## config.mk

```make
export PLATFORM = sky130hd
export DESIGN_NAME = morse_char_assembler
export DESIGN_NICKNAME = d
export VERILOG_FILES = /design/src/rtl/morse_char_assembler.sv
export SDC_FILE = /design/constraint.sdc
export NUM_CORES = 1
export LEC_CHECK = 0
export BUFFER_PORTS_ARGS = -buffer_cell sky130_fd_sc_hd__buf_4
export CORE_UTILIZATION = 55
export CTS_BUF_LIST = sky130_fd_sc_hd__clkbuf_4 sky130_fd_sc_hd__clkbuf_8 sky130_fd_sc_hd__clkbuf_16
export CTS_CLUSTER_DIAMETER = 150
export CTS_CLUSTER_SIZE = 20
export DETAILED_ROUTE_END_ITERATION = 8
export PLACE_DENSITY_LB_ADDON = 0.1
export SLEW_MARGIN = 30
export SYNTH_ARGS = -nofsm -noshare
export SYNTH_HDL_FRONTEND = slang
export SYNTH_SLANG_ARGS = --single-unit
export TNS_END_PERCENT = 10
```

## constraint.sdc

```tcl
create_clock -name clk -period 4.6 [get_ports clk]
set_input_delay 0.69 -clock clk [delete_from_list [all_inputs] [get_ports clk]]
set_output_delay 0.69 -clock clk [all_outputs]
set_load 0.03 [all_outputs]
```

## src/rtl/morse_char_assembler.sv

```systemverilog
// rtl/morse_char_assembler.sv - Morse element/gap stream to ASCII characters through an output FIFO (option: MORSE_PUNCT_EN)
module morse_char_assembler #(
    parameter int         FIFO_DEPTH   = 4,
    parameter logic [7:0] SPACE_CHAR   = 8'h20,
    parameter logic [7:0] UNKNOWN_CHAR = 8'h3F
) (
    input  logic       clk,
    input  logic       reset_n,
    input  logic       dot,
    input  logic       dash,
    input  logic       lg,
    input  logic       wg,
    output logic [7:0] out_data,
    output logic       out_valid,
    input  logic       out_ready,
    output logic [2:0] elem_count,
    output logic       sym_err,
    output logic       fifo_ovf
);

`ifdef MORSE_PUNCT_EN
    localparam logic [2:0] MAX_LEN = 3'd6;
`else
    localparam logic [2:0] MAX_LEN = 3'd5;
`endif
    localparam int AW = $clog2(FIFO_DEPTH);

    typedef enum logic [1:0] {IDLE, COLLECT, EMIT_CHAR, EMIT_SPACE} state_t;

    state_t     state, state_d;
    logic       dot_q, dash_q, lg_q, wg_q;
    logic       rise_dot, rise_dash, rise_lg, rise_wg;
    logic [5:0] shift_q, shift_d;
    logic [2:0] cnt_q, cnt_d;
    logic       bad_q, bad_d;
    logic       err_d;
    logic       armed_q, armed_d;
    logic       pend_q, pend_d;
    logic       elem_new;
    logic       has_sym;
    logic       push;
    logic [7:0] push_data;
    logic [6:0] mask;
    logic [6:0] code;
    logic [7:0] decoded;

    logic [7:0]  mem [FIFO_DEPTH];
    logic [AW-1:0] wr_ptr, rd_ptr;
    logic [AW:0]   fcount;
    logic          full, pop, push_ok;

    assign rise_dot  = dot  & ~dot_q;
    assign rise_dash = dash & ~dash_q;
    assign rise_lg   = lg   & ~lg_q;
    assign rise_wg   = wg   & ~wg_q;

    // Marker bit above the element bits makes each length/pattern pair a unique code.
    always_comb begin
        mask = (7'd1 << cnt_q) - 7'd1;
        code = (7'd1 << cnt_q) | ({1'b0, shift_q} & mask);
        case (code)
            7'b101:     decoded = 8'h41;
            7'b11000:   decoded = 8'h42;
            7'b11010:   decoded = 8'h43;
            7'b1100:    decoded = 8'h44;
            7'b10:      decoded = 8'h45;
            7'b10010:   decoded = 8'h46;
            7'b1110:    decoded = 8'h47;
            7'b10000:   decoded = 8'h48;
            7'b100:     decoded = 8'h49;
            7'b10111:   decoded = 8'h4A;
            7'b1101:    decoded = 8'h4B;
            7'b10100:   decoded = 8'h4C;
            7'b111:     decoded = 8'h4D;
            7'b110:     decoded = 8'h4E;
            7'b1111:    decoded = 8'h4F;
            7'b10110:   decoded = 8'h50;
            7'b11101:   decoded = 8'h51;
            7'b1010:    decoded = 8'h52;
            7'b1000:    decoded = 8'h53;
            7'b11:      decoded = 8'h54;
            7'b1001:    decoded = 8'h55;
            7'b10001:   decoded = 8'h56;
            7'b1011:    decoded = 8'h57;
            7'b11001:   decoded = 8'h58;
            7'b11011:   decoded = 8'h59;
            7'b11100:   decoded = 8'h5A;
            7'b111111:  decoded = 8'h30;
            7'b101111:  decoded = 8'h31;
            7'b100111:  decoded = 8'h32;
            7'b100011:  decoded = 8'h33;
            7'b100001:  decoded = 8'h34;
            7'b100000:  decoded = 8'h35;
            7'b110000:  decoded = 8'h36;
            7'b111000:  decoded = 8'h37;
            7'b111100:  decoded = 8'h38;
            7'b111110:  decoded = 8'h39;
`ifdef MORSE_PUNCT_EN
            7'b1010101: decoded = 8'h2E;
            7'b1110011: decoded = 8'h2C;
            7'b1001100: decoded = 8'h3F;
`endif
            default:    decoded = UNKNOWN_CHAR;
        endcase
        if (bad_q) decoded = UNKNOWN_CHAR;
    end

    always_ff @(posedge clk or negedge reset_n) begin
        if (!reset_n) begin
            state   <= IDLE;
            dot_q   <= 1'b0;
            dash_q  <= 1'b0;
            lg_q    <= 1'b0;
            wg_q    <= 1'b0;
            shift_q <= '0;
            cnt_q   <= '0;
            bad_q   <= 1'b0;
            sym_err <= 1'b0;
            armed_q <= 1'b0;
            pend_q  <= 1'b0;
        end else begin
            state   <= state_d;
            dot_q   <= dot;
            dash_q  <= dash;
            lg_q    <= lg;
            wg_q    <= wg;
            shift_q <= shift_d;
            cnt_q   <= cnt_d;
            bad_q   <= bad_d;
            sym_err <= err_d;
            armed_q <= armed_d;
            pend_q  <= pend_d;
        end
    end

    always_comb begin
        state_d   = state;
        shift_d   = shift_q;
        cnt_d     = cnt_q;
        bad_d     = bad_q;
        err_d     = sym_err;
        armed_d   = armed_q;
        pend_d    = pend_q;
        elem_new  = 1'b0;
        has_sym   = 1'b0;
        push      = 1'b0;
        push_data = decoded;
        case (state)
            IDLE, COLLECT: begin
                if (rise_dot && rise_dash) begin
                    err_d = 1'b1;
                end else if (rise_dot || rise_dash) begin
                    elem_new = 1'b1;
                    if (cnt_q == MAX_LEN) begin
                        err_d = 1'b1;
                        bad_d = 1'b1;
                    end else begin
                        shift_d = {shift_q[4:0], rise_dash};
                        cnt_d   = cnt_q + 3'd1;
                    end
                end
                // A coincident element joins the symbol before any gap closes it.
                has_sym = (state == COLLECT) || elem_new;
                if (rise_wg) begin
                    if (has_sym) begin
                        state_d = EMIT_CHAR;
                        pend_d  = 1'b1;
                    end else if (armed_q) begin
                        state_d = EMIT_SPACE;
                    end
                end else if (rise_lg) begin
                    if (has_sym) state_d = EMIT_CHAR;
                end else if (elem_new) begin
                    state_d = COLLECT;
                end
            end
            EMIT_CHAR: begin
                push    = 1'b1;
                shift_d = '0;
                cnt_d   = '0;
                bad_d   = 1'b0;
                armed_d = 1'b1;
                state_d = pend_q ? EMIT_SPACE : IDLE;
            end
            EMIT_SPACE: begin
                push      = 1'b1;
                push_data = SPACE_CHAR;
                armed_d   = 1'b0;
                pend_d    = 1'b0;
                state_d   = IDLE;
            end
            default: state_d = IDLE;
        endcase
    end

    assign elem_count = cnt_q;

    assign out_valid = (fcount != '0);
    assign full      = (fcount == (AW+1)'(FIFO_DEPTH));
    assign pop       = out_valid && out_ready;
    assign push_ok   = push && (!full || pop);
    assign out_data  = out_valid ? mem[rd_ptr] : 8'h00;

    always_ff @(posedge clk) begin
        if (push_ok) mem[wr_ptr] <= push_data;
    end

    always_ff @(posedge clk or negedge reset_n) begin
        if (!reset_n) begin
            wr_ptr   <= '0;
            rd_ptr   <= '0;
            fcount   <= '0;
            fifo_ovf <= 1'b0;
        end else begin
            if (push_ok) wr_ptr <= wr_ptr + 1'b1;
            if (pop)     rd_ptr <= rd_ptr + 1'b1;
            if (push && !push_ok) fifo_ovf <= 1'b1;
            case ({push_ok, pop})
                2'b10:   fcount <= fcount + 1'b1;
                2'b01:   fcount <= fcount - 1'b1;
                default: fcount <= fcount;
            endcase
        end
    end

endmodule
```

# Word level (Yosys, flattened, before mapping)
# Memory sizes are Yosys's and may differ from the RTL's.
# Cells that the tools add are included.
# W data, S select, Z words.
dict set report word_totals {
  input_bits 7
  ram_bits 32
  mem_count 2
  reg_bits 27
  out_inout_bits 14
  mem_bits_ro 448
  word_cells 110
}
dict set report op_classes {
  shift 1
  n_addsub 6
  n_bitwise 10
  muxes 36
  eq_ne 16
  reduce_logical 24
}
# memory depth word_bits read_ports rd_clocked_by_memory_dff write_ports line
set memory_table {}
lappend memory_table {{(name not given)} 64 7 1 0 0 61} ;# case (code)
lappend memory_table {mem 4 8 1 0 1 47} ;# logic [7:0] mem [FIFO_DEPTH];
# cell n
set op_table {}
lappend op_table {{$mux W8} 4}
lappend op_table {{$mux W6} 3}
lappend op_table {{$mux W2} 7}
lappend op_table {{$mux W1} 12}
lappend op_table {{$ne A2 B2 Y1 const B} 6}
lappend op_table {{$ne A4 B4 Y1 const B} 3}
lappend op_table {{$pmux W3 S2} 2}
lappend op_table {{$pmux W6 S2} 1}
lappend op_table {{$reduce_bool A2 Y1} 6}
lappend op_table {{$mux W3} 3}
lappend op_table {{$reduce_and A3 Y1} 3}
lappend op_table {{$reduce_and A4 Y1} 2}
lappend op_table {{$and A6 B7 Y7} 1}
lappend op_table {{$or A7 B7 Y7} 1}
lappend op_table {{$shl A1 B3 Y7 const A} 1}
lappend op_table {{$sub A7 B1 Y7 const B} 1}
lappend op_table {{$add A3 B1 Y3 const B} 2}
lappend op_table {{$eq A2 B2 Y1 const B} 3}
lappend op_table {{$eq A3 B3 Y1 const B} 2}
lappend op_table {{$pmux W1 S2} 3}
lappend op_table {{$pmux W2 S3} 1}
lappend op_table {{$add A2 B1 Y2 const B} 2}
lappend op_table {{$and A1 B1 Y1} 4}
lappend op_table {{$eq A2 B1 Y1 const B} 2}
lappend op_table {{8 further kinds} 18}

# Longest topological paths before layout
dict set report depth {
  word_depth 11
  depth_mapped 13
  mapped_depth_nobuf 11
}

# Worst setup path after synthesis
# OpenSTA, ideal clock, no wires.
dict set report synth_path {
  kind {reg2reg}
  startpoint {reg cnt_q[0] (netlist: elem_count[0])}
  endpoint {mem mem[0][0] (data pin)}
  n_path_buf 1
  path_stages_with_launch 13
  slack_ns 1.462
  arrival_ns 2.843
  path_cell_list {dfrtp_1 inv_1 ha_1 buf_6 or2b_1 ha_1 o21a_1 inv_1 ha_1 mux2_2 a221o_1 o211ai_1 a31oi_1}
}
dict set report synth_via {
  elab_chain_len 8
}
# item line
set synth_rtl {}
lappend synth_rtl {{start: declaration} 34} ;# logic [2:0] cnt_q, cnt_d;
lappend synth_rtl {{start signal: assignment} 128} ;# cnt_q <= cnt_d;
lappend synth_rtl {{$shl A1 B3 Y7 *} {59, 60}}
lappend synth_rtl {{$sub A7 B1 Y7} 59} ;# mask = (7'd1 << cnt_q) - 7'd1;
lappend synth_rtl {{$and A6 B7 Y7} 60} ;# code = (7'd1 << cnt_q) | ({1'b0, shift_q} & mask);
lappend synth_rtl {{$or A7 B7 Y7 *} 60}
lappend synth_rtl {{$mem_v2 Z64 W7} n/a}
lappend synth_rtl {{$mux W8 *} 61}
lappend synth_rtl {{$mux W8 *} 105} ;# if (bad_q) decoded = UNKNOWN_CHAR;
lappend synth_rtl {{$mux W8 *} 148} ;# case (state)
lappend synth_rtl {{via push_data[0]} 42} ;# logic [7:0] push_data;
lappend synth_rtl {{end: declaration} 47}
# The timed path passes the listed nets; every way through them passes the cells marked *.

# Worst setup path after layout
dict set report layout_path {
  startpoint {reg cnt_q[0] (netlist: elem_count[0])}
  endpoint {mem mem[3][0] (data pin)}
}
# Same word-level chain as after synthesis.

==> metrics.txt <==
Remaining DRCs 0; layout cells sized above 1 14.1%; hpwl dp 4250 um; status finished clean; crit share post-route 73.5%; crit-path max FO 9; setup TNS 0 ps; worst slew pin tran 799 ps; most common cell after layout, fill and taps aside nand2_1; CP Class reg2reg; total grt overflow 0; unrepaired setup endpoints after global routing false; CORE AREA 5540 um^2; Final min period 3380 ps; n_diodes 0; pin count of the biggest net entering global routing 28; drt via density 5.85; initial antenna violation count 0; Min-Delay Path Class in2async; cells after synthesis 296; share of flip-flops with an asynchronous set or reset 49.1%; Max H-tree Level 2; flops & latches, synth 55; clock transition at the registers of the reported paths 100 ps; starting density of the core 57.4%; Post-Syn Area 3180 um^2; max-cap violations 0; Pins Over Slew Limit 0; relative slew slack 46.7%; chip width 78.0 um; endpoint class of the critical path flop; vias 2200; total CTS buffers 5; NumNets Final 331; syn avg cell area 10.7 um^2; detailed router's first-iteration violation count 105; gr usage total 21.6%; area growth from synthesis to layout 7.01%; Max Clock Skew 13.5 ps; Post-CTS Setup Bufs 0; # rows 27; Post-CTS Hold Buffers 0; routed len/inst 15.6 um; syn nets 324; final WL 5870 um; first-pass GRT wire length 10200 um; Pre-Repair DR Iteration Count 4; number of synthesized flops with an enable pin 28; library cells used by synthesis 54; final hold vios 0; register area share after synthesis 47.7%; Post-CTS Resized 0; die footprint 6090 um^2; yosys warns 0; vias in the first global route 2173; most frequent cells in the layout nand2_1 (36), edfxtp_1 (28), dfrtp_1 (27), o21ai_0 (20), ha_1 (20); FMAX 0.296 GHz; Setup violations, final 0; Setup crit start kind flop; CTS Root Buffer Type clkbuf_8; CTS tree done; WP data required 4590 ps; ys flop type edfxtp_1; clk sinks 55; die height 78.0 um; Placer Congestion 0.872; IO Port Bufs 19; io pins 21; clk_lat worst skew 300 ps; crit path DAT 3380 ps; Final ANT Viol Nets 0; Clock Path Buffers 2
## flip-flops by register name, indices dropped and copies added (netlist names)
signal,cells
dash_q,1
shift_q,6
bad_q,1
lg_q,1
armed_q,1
wg_q,1
mem,28
dot_q,1
elem_count,3
rd_ptr,2
pend_q,1
state,2
fcount,3
fifo_ovf,1
wr_ptr,2
sym_err,1
## worst paths after layout
check                                     startpoint                    end  slack, ps  cells after the start
max                        elem_count[0]$_DFFE_PN0P_    mem[3][0]$_DFFE_PP_       1220                     11
min                                          reset_n  fcount[0]$_DFFE_PN0P_        270                      1
max reg2reg                elem_count[0]$_DFFE_PN0P_    mem[3][0]$_DFFE_PP_       1220                     11
min reg2reg                     fifo_ovf$_DFFE_PN0P_   fifo_ovf$_DFFE_PN0P_        470                      1
max in group asynchronous                    reset_n    armed_q$_DFFE_PN0P_       4060                      1
min in group clk                fifo_ovf$_DFFE_PN0P_   fifo_ovf$_DFFE_PN0P_        470                      1
## cell usage after synthesis, types with 2 or more instances
master / number / area, um^2
xnor2_1: 4 / 35.0
nand2b_1: 6 / 37.5
o311ai_0: 2 / 17.5
mux2i_1: 3 / 30.0
nor2b_1: 4 / 25.0
or2b_1: 2 / 15.0
and2_1: 14 / 87.6
inv_1: 18 / 67.6
nor3_1: 6 / 30.0
a211oi_1: 2 / 15.0
xor2_1: 3 / 26.3
a31oi_1: 5 / 31.3
clkbuf_1: 10 / 37.5
a211oi_2: 2 / 25.0
ha_1: 20 / 250
o2bb2ai_1: 2 / 17.5
edfxtp_1: 28 / 841
nor2_1: 8 / 30.0
o211ai_1: 7 / 52.6
nand3_1: 6 / 30.0
mux4_2: 7 / 158
buf_2: 3 / 15.0
o21ai_0: 20 / 100
o31ai_1: 6 / 45.0
nand2_1: 36 / 135
buf_6: 2 / 22.5
buf_1: 2 / 7.51
dfrtp_1: 27 / 676
a21oi_1: 16 / 80.1
## area by class of cell
cell class	count	area (um^2)
clock buffer	6	76.3
clock inverter	2	12.5
fill	483	2140
inverter	18	67.6
multi-input combinational	204	1500
sequential	55	1520
tap	72	90.1
timing repair buffer	19	143
## critical path, stage by stage (launching register included)
cell and delay (ps):
dfrtp_1 440, inv_1 120, ha_1 330, or2b_1 290, ha_1 280, o21a_1 320
inv_1 200, ha_1 230, mux2_2 270, a221o_1 340, o211ai_1 90, a31oi_1 170
## metal layers
metal | up-vias | global-route usage (%) | part of all wire (%)
li1 | 1073 | - | -
met1 | 1068 | 29.5 | 45
met2 | 52 | 35.5 | 49
met3 | 7 | 3.02 | 3.8
met4 | 0 | 7.59 | 1.7
met5 | - | 0 | 0
## per-stage QoR
step / hold slack, ps / setup WS, ps / std cells / util, % / instance area (um^2)
6_report: 275 / 1220 / 376 / 61.4 / 3400
5_1_grt: 300 / 1030 / 376 / 61.4 / 3400
4_1_cts: 283 / 1220 / 376 / 61.4 / 3400
3_5_place_dp: 454 / 1250 / 368 / 59.8 / 3310
3_3_place_gp: 449 / 1400 / 368 / 59.7 / 3310
2_1_floorplan: 394 / 1460 / 296 / - / 3180
## cells by family (layout without fill, tap and decap cells)
| family | after synthesis | count (layout) | share of synthesized area (%) |
|---|---|---|---|
| AND/OR/NAND/NOR | 90 | 90 | 14.2 |
| AO/OA/AOI/OAI | 74 | 74 | 15.8 |
| flip-flops | 55 | 55 | 47.7 |
| buffers and inverters | 37 | 45 | 5.43 |
| adder cells (fa/ha/maj) | 21 | 21 | 8.50 |
| multiplexers | 11 | 11 | 6.26 |
| XOR/XNOR | 7 | 7 | 1.93 |
| other | 1 | 1 | 0.118 |
Power is left out: the tool's default activity adds up to more than one toggle a clock period on the data nets, which glitch-free logic cannot reach.
